--- config.mk ---
export PLATFORM = sky130hd
export DESIGN_NAME = wb_port_arbiter
export DESIGN_NICKNAME = d
export VERILOG_FILES = /design/src/rtl/wb_port_arbiter.sv
export SDC_FILE = /design/constraint.sdc
export NUM_CORES = 1
export LEC_CHECK = 0
export CAP_MARGIN = 20
export CORE_ASPECT_RATIO = 1.4
export CORE_MARGIN = 8
export CORE_UTILIZATION = 58
export CTS_BUF_LIST = sky130_fd_sc_hd__clkbuf_4 sky130_fd_sc_hd__clkbuf_8
export CTS_CLUSTER_SIZE = 16
export DETAILED_ROUTE_END_ITERATION = 8
export GPL_TIMING_DRIVEN = 0
export PLACE_DENSITY = 0.87
export SLEW_MARGIN = 0
export SYNTH_ARGS = -nofsm -noshare
export SYNTH_HDL_FRONTEND = slang
export SYNTH_SLANG_ARGS = --single-unit
--- constraint.sdc ---
create_clock -name clk_i -period 5.4 [get_ports clk_i]
set_input_delay 0.54 -clock clk_i [delete_from_list [all_inputs] [get_ports clk_i]]
set_output_delay 0.54 -clock clk_i [all_outputs]
set_load 0.02 [all_outputs]
--- src/rtl/wb_port_arbiter.sv ---
// wb_port_arbiter
//   Shares the single register-file write port between the MEM/WB writeback
//   path and a long-latency unit (LU). Pipeline writes win. LU results are
//   queued in a DEPTH-entry FIFO. A head entry that keeps losing to the
//   pipeline forces a one-cycle pipeline stall so that it can drain.
//
// Ports
//   clk_i, rst_ni        clock (rising edge) / async active-low reset
//   wb_*_i               MEM/WB writeback request (data muxed by wb_memtoreg_i)
//   lu_valid_i/_rd_i/_data_i, lu_ready_o   LU result handshake
//   stall_pipe_o         registered; pipeline holds MEM/WB while high
//   rf_we_o/_waddr_o/_wdata_o              registered write port
//   lu_pending_o         FIFO occupancy
//
// state  | meaning
// IDLE   | FIFO empty, wait counter cleared
// PEND   | FIFO holds entries; head waits for a free port cycle
// FORCE  | stall_pipe high for this cycle; head is written unconditionally
module wb_port_arbiter #(
   parameter int unsigned DEPTH    = 4,
   parameter int unsigned MAX_WAIT = 8
) (
   input  logic                     clk_i,
   input  logic                     rst_ni,
   input  logic [31:0]              wb_memdata_i,
   input  logic [31:0]              wb_alures_i,
   input  logic [4:0]               wb_rd_i,
   input  logic                     wb_regwrite_i,
   input  logic                     wb_memtoreg_i,
   input  logic                     lu_valid_i,
   output logic                     lu_ready_o,
   input  logic [4:0]               lu_rd_i,
   input  logic [31:0]              lu_data_i,
   output logic                     stall_pipe_o,
   output logic                     rf_we_o,
   output logic [4:0]               rf_waddr_o,
   output logic [31:0]              rf_wdata_o,
   output logic [$clog2(DEPTH):0]   lu_pending_o
);

   localparam int unsigned PW = $clog2(DEPTH);
   localparam int unsigned CW = PW + 1;
   localparam logic [CW-1:0] CNT_FULL  = CW'(DEPTH);
   localparam logic [7:0]    WAIT_LAST = 8'(MAX_WAIT - 1);

   typedef enum logic [1:0] {
      ST_IDLE  = 2'd0,
      ST_PEND  = 2'd1,
      ST_FORCE = 2'd2
   } state_e;

   state_e          state_q, state_d;
   logic [7:0]      wait_q, wait_d;
   logic            stall_q, stall_d;
   logic [CW-1:0]   count_q, count_d;
   logic [PW-1:0]   wr_ptr_q, rd_ptr_q;
   logic            rf_we_q;
   logic [4:0]      rf_waddr_q;
   logic [31:0]     rf_wdata_q;

   logic [4:0]      fifo_rd_mem  [DEPTH];
   logic [31:0]     fifo_dat_mem [DEPTH];

   logic            fifo_ne;
   logic            pipe_req;
   logic            push;
   logic            pop;
   logic            grant_pipe;
   logic [31:0]     wb_data;

   assign fifo_ne    = (count_q != '0);
   assign lu_ready_o = (count_q != CNT_FULL);
   assign push       = lu_valid_i && lu_ready_o;
   // wb_* inputs are stale while stalled; the pipeline re-presents them.
   assign pipe_req   = wb_regwrite_i && (wb_rd_i != 5'd0) && !stall_q;
   assign wb_data    = wb_memtoreg_i ? wb_memdata_i : wb_alures_i;

   always_comb begin
      pop        = 1'b0;
      grant_pipe = 1'b0;
      if (stall_q && fifo_ne) begin
         pop = 1'b1;
      end else if (pipe_req) begin
         grant_pipe = 1'b1;
      end else if (fifo_ne) begin
         pop = 1'b1;
      end
   end

   always_comb begin
      count_d = count_q;
      case ({push, pop})
         2'b10:   count_d = count_q + CW'(1);
         2'b01:   count_d = count_q - CW'(1);
         default: count_d = count_q;
      endcase
   end

   always_comb begin
      state_d = state_q;
      wait_d  = wait_q;
      stall_d = 1'b0;
      case (state_q)
         ST_IDLE: begin
            wait_d = '0;
            if (push) state_d = ST_PEND;
         end
         ST_PEND: begin
            if (pop) begin
               wait_d = '0;
               if (count_d == '0) state_d = ST_IDLE;
            end else if (grant_pipe) begin
               if (wait_q >= WAIT_LAST) begin
                  stall_d = 1'b1;
                  wait_d  = '0;
                  state_d = ST_FORCE;
               end else if (wait_q != 8'hFF) begin
                  wait_d = wait_q + 8'd1;
               end
            end
         end
         ST_FORCE: begin
            wait_d  = '0;
            state_d = (count_d != '0) ? ST_PEND : ST_IDLE;
         end
         default: begin
            wait_d  = '0;
            state_d = ST_IDLE;
         end
      endcase
   end

   always_ff @(posedge clk_i or negedge rst_ni) begin
      if (!rst_ni) begin
         state_q    <= ST_IDLE;
         wait_q     <= '0;
         stall_q    <= 1'b0;
         count_q    <= '0;
         wr_ptr_q   <= '0;
         rd_ptr_q   <= '0;
         rf_we_q    <= 1'b0;
         rf_waddr_q <= '0;
         rf_wdata_q <= '0;
      end else begin
         state_q  <= state_d;
         wait_q   <= wait_d;
         stall_q  <= stall_d;
         count_q  <= count_d;
         if (push) wr_ptr_q <= wr_ptr_q + PW'(1);
         if (pop)  rd_ptr_q <= rd_ptr_q + PW'(1);
         rf_we_q <= pop || grant_pipe;
         if (pop) begin
            rf_waddr_q <= fifo_rd_mem[rd_ptr_q];
            rf_wdata_q <= fifo_dat_mem[rd_ptr_q];
         end else if (grant_pipe) begin
            rf_waddr_q <= wb_rd_i;
            rf_wdata_q <= wb_data;
         end
      end
   end

   // Storage needs no reset: count/pointers alone decide what is valid.
   always_ff @(posedge clk_i) begin
      if (push) begin
         fifo_rd_mem[wr_ptr_q]  <= lu_rd_i;
         fifo_dat_mem[wr_ptr_q] <= lu_data_i;
      end
   end

   assign stall_pipe_o = stall_q;
   assign rf_we_o      = rf_we_q;
   assign rf_waddr_o   = rf_waddr_q;
   assign rf_wdata_o   = rf_wdata_q;
   assign lu_pending_o = count_q;

endmodule
==> results.md <==
- Residual DRC: 0
- Hold-fix buffers, CTS: 0
- DR vias/cell: 5.85
- R2r setup slk: between 2 and 3 ns
- Starting DRT DRC Count: 400
- Num ports: between 150 and 200
- Seq/Total Area, Yosys: 0.700
- Dominant synthesized flop cell: edfxtp_1
- Post-synthesis net count: approximately 640
- Clk network pwr share: 0.227
- CP max-delay cell: or4_4
- Initial antenna violation count: 0
- Yosys cell types: 44
- Critical path class: primary input to flip-flop
- Status: finished, final reports clean
- Post-DP HPWL: approximately 14000 um
- GP Congestion: about 0.84
- Post-synth top area share: 0.532
- Remaining Overflow, GRT: 0
- Vias in the first global route: just under 6000
- First-pass GRT wire length: roughly 32000 um
- Chip Width: between 100 and 150 um
- Final Skew: 0.0285 ns
- Max-cap violations: 0
- Period utilization: 0.640
- Total GRT Usage: 0.221
- YS warnings: 0
- Delay-heaviest family, CP: simple AND/OR/NAND/NOR gates
- Drt wl/cell: about 22 um
- Area delta synth->final: 29.4%
- Pin count of the biggest net entering global routing: 35
- Synthesized flop and latch total: 204
- Rel. slew slack: 0.345
- Row Count: 52
- Core footprint: around 14000 um2
- Clock Sinks: just over 200
- Area leader, netlist: edfxtp_1
- H-tree depth: 1
- Critical path, cell by cell: clkdlybuf4s50_1 > or4_4 > o21ai_4 > nand2_2 > inv_2 > buf_4 > ha_1 > inv_1 > fa_1 > xor2_1 > o21a_1 > nor4_1 > a211o_1 > o311ai_1
- Max Fclk: a little under 0.3 GHz
- Number of synthesized flops with an enable pin: between 100 and 150
- Hold Crit Class: primary input to asynchronous set/reset pin
- CTS tree: yes
- Worst-Margin Slew: slightly below 1 ns
- Later-pin clock latency in the skew report: about 0.55 ns
- Fraction of layout cells with a size suffix above 1: 0.168
- Net Sw Power: roughly 1.7 mW
- Worst Hold Slack: 0.109 ns
- Post-route ant nets: 0
- Total vias in the final route: around 5400
- Crit end category: flip-flop
- Worst-path clk slew: approximately 0.060 ns
- Gate Count Post-Synth: roughly 520
- Async SR Flop Fraction: 0.275
- Crit path required time: 5.80 ns
- Port Buffers: about 150
- Post-CTS Setup Bufs: 0
- Critical Path Source Type: primary input
- Final layout net count: between 800 and 900
- WL final: a little over 20000 um
- Combinational share of power: 0.350
- Leak Pwr: a little under 4 nW
- Final setup violation count: 0
- Initial Util: 0.586
- CP Max Fanout: 10
- Net Sw Frac: 0.321
- Die footprint: roughly 19000 um2
- Final slew viol count: 0
- CTS resizes: 0
- Cts bufs inserted: 29
- Clock period minus worst slack: around 3.5 ns
- Clk root buf: clkbuf_8
- CP arrival: around 3.9 ns
- VDD IR max: roughly 0.00029 V
- Pwr/cell area: about 490 nW/um2
- Clock Path Buffers: 3
- Setup TNS: 0 ns
- Unrepaired setup endpoints after global routing: false
- Die Y: about 160 um
- Synth area leaders: edfxtp_1, dfrtp_1, mux4_2
- Sequential Power Share: 0.423
- DRT Pass-1 Iters: 4
- Final Hold Viols: 0
- Worst Path Buf+Inv: 4
- Syn avg cell area: around 16 um2
- CP peak stage delay: between 0.5 and 0.6 ns
- Post-synthesis instance area: approximately 8300 um2
- Internal power: around 3.6 mW
## routing by layer
| metal | GRT usage | share of wire | routed length, um | vias to the layer above |
|---|---|---|---|---|
| met5 | 0 | 0 | 0 | - |
| met4 | 0.104 | 0.037 | 767 | 0 |
| met3 | 0.0432 | 0.063 | 1290 | 59 |
| met2 | 0.394 | 0.53 | 10900 | 240 |
| met1 | 0.251 | 0.37 | 7580 | 2722 |
| li1 | - | - | - | 2382 |
## kinds of logic after synthesis
family,after synthesis,synth area share
flops,204,0.700
xor+xnor,5,0.00525
buf+inv,39,0.0247
compound gates,94,0.0726
fa+ha+maj,7,0.0114
mux,50,0.115
simple gates,124,0.0703
## layout by cell type (no fill, tap or decap), types with 4 or more instances in the layout
cell type,Yosys,routed
nor2b_1,24,24
o21ai_1,7,7
mux2i_1,13,13
a21oi_1,23,23
dfrtp_1,56,56
clkbuf_8,0,32
buf_12,0,4
clkbuf_4,0,16
mux4_2,37,37
ha_1,6,6
and2_2,0,4
nand2_1,68,68
o21ai_0,5,5
xnor2_1,4,4
edfxtp_1,148,148
a31oi_1,25,25
buf_4,8,8
clkbuf_1,11,11
nor2_1,12,12
a211oi_1,21,21
inv_1,7,7
buf_2,6,7
clkdlybuf4s50_1,0,151
## power by group through the flow
stage	Combinational (mW)	Sequential [mW]	Clock [mW]
2_1_floorplan	0.964	2.40	0
3_3_place_gp	1.77	2.25	0
3_5_place_dp	1.86	2.27	0
4_1_cts	1.87	2.24	1.22
5_1_grt	1.99	2.27	1.29
6_report	1.85	2.24	1.20
## final cells by class
type                       count  area (um2)
tap                          189         236
multi-input combinational    280        2300
clock buffer                  48         561
sequential                   204        5850
timing repair buffer         157        1620
antenna                        1        2.50
buffer                        31         176
inverter                       8        30.0
fill                         820        3440
clock inverter                 6        28.8
## cell usage after synthesis, types with 4 or more instances
cell type,instances
buf_2,6
a21oi_1,23
inv_1,7
nand2_1,68
nor2_1,12
mux4_2,37
a211oi_1,21
edfxtp_1,148
o21ai_0,5
o21ai_1,7
mux2i_1,13
xnor2_1,4
buf_4,8
clkbuf_1,11
dfrtp_1,56
and2_1,5
a31oi_1,25
nor2b_1,24
ha_1,6
## registers in the layout, indices dropped and copies added (netlist names)
name	flops
wr_ptr_q	2
fifo_rd_mem	20
wait_q	8
lu_pending_o	3
state_q	2
rd_ptr_q	2
rf_we_o	1
fifo_dat_mem	128
stall_pipe_o	1
rf_wdata_o	32
rf_waddr_o	5
## through the flow
stage          cells  area, um2  power (mW)   util  setup WS, ns
2_1_floorplan    523       8350        3.37      -          2.28
3_3_place_gp     864      10100        4.02  0.709          1.54
3_5_place_dp     869      10200        4.13  0.717          1.44
4_1_cts          923      10800        5.33  0.758          1.99
5_1_grt          923      10800        5.55  0.758          1.82
6_report         924      10800        5.29  0.758          1.94
## final timing paths
path / endpoint / cells past startpoint / start
worst min-delay path: rf_waddr_o[0]$_DFFE_PN0P_ / 1 / rst_ni
worst max-delay path: state_q[0]$_DFFE_PN0P_ / 14 / wb_rd_i[3]
worst min register to register: rf_wdata_o[24]$_DFFE_PN0P_ / 2 / rf_wdata_o[24]$_DFFE_PN0P_
min in group clk_i: rf_wdata_o[24]$_DFFE_PN0P_ / 2 / rf_wdata_o[24]$_DFFE_PN0P_
worst max register to register: state_q[0]$_DFFE_PN0P_ / 12 / lu_pending_o[0]$_DFF_PN0_
max in group asynchronous: rd_ptr_q[1]$_DFFE_PN0N_ / 2 / rst_ni
(Power assumes the default switching activity.)
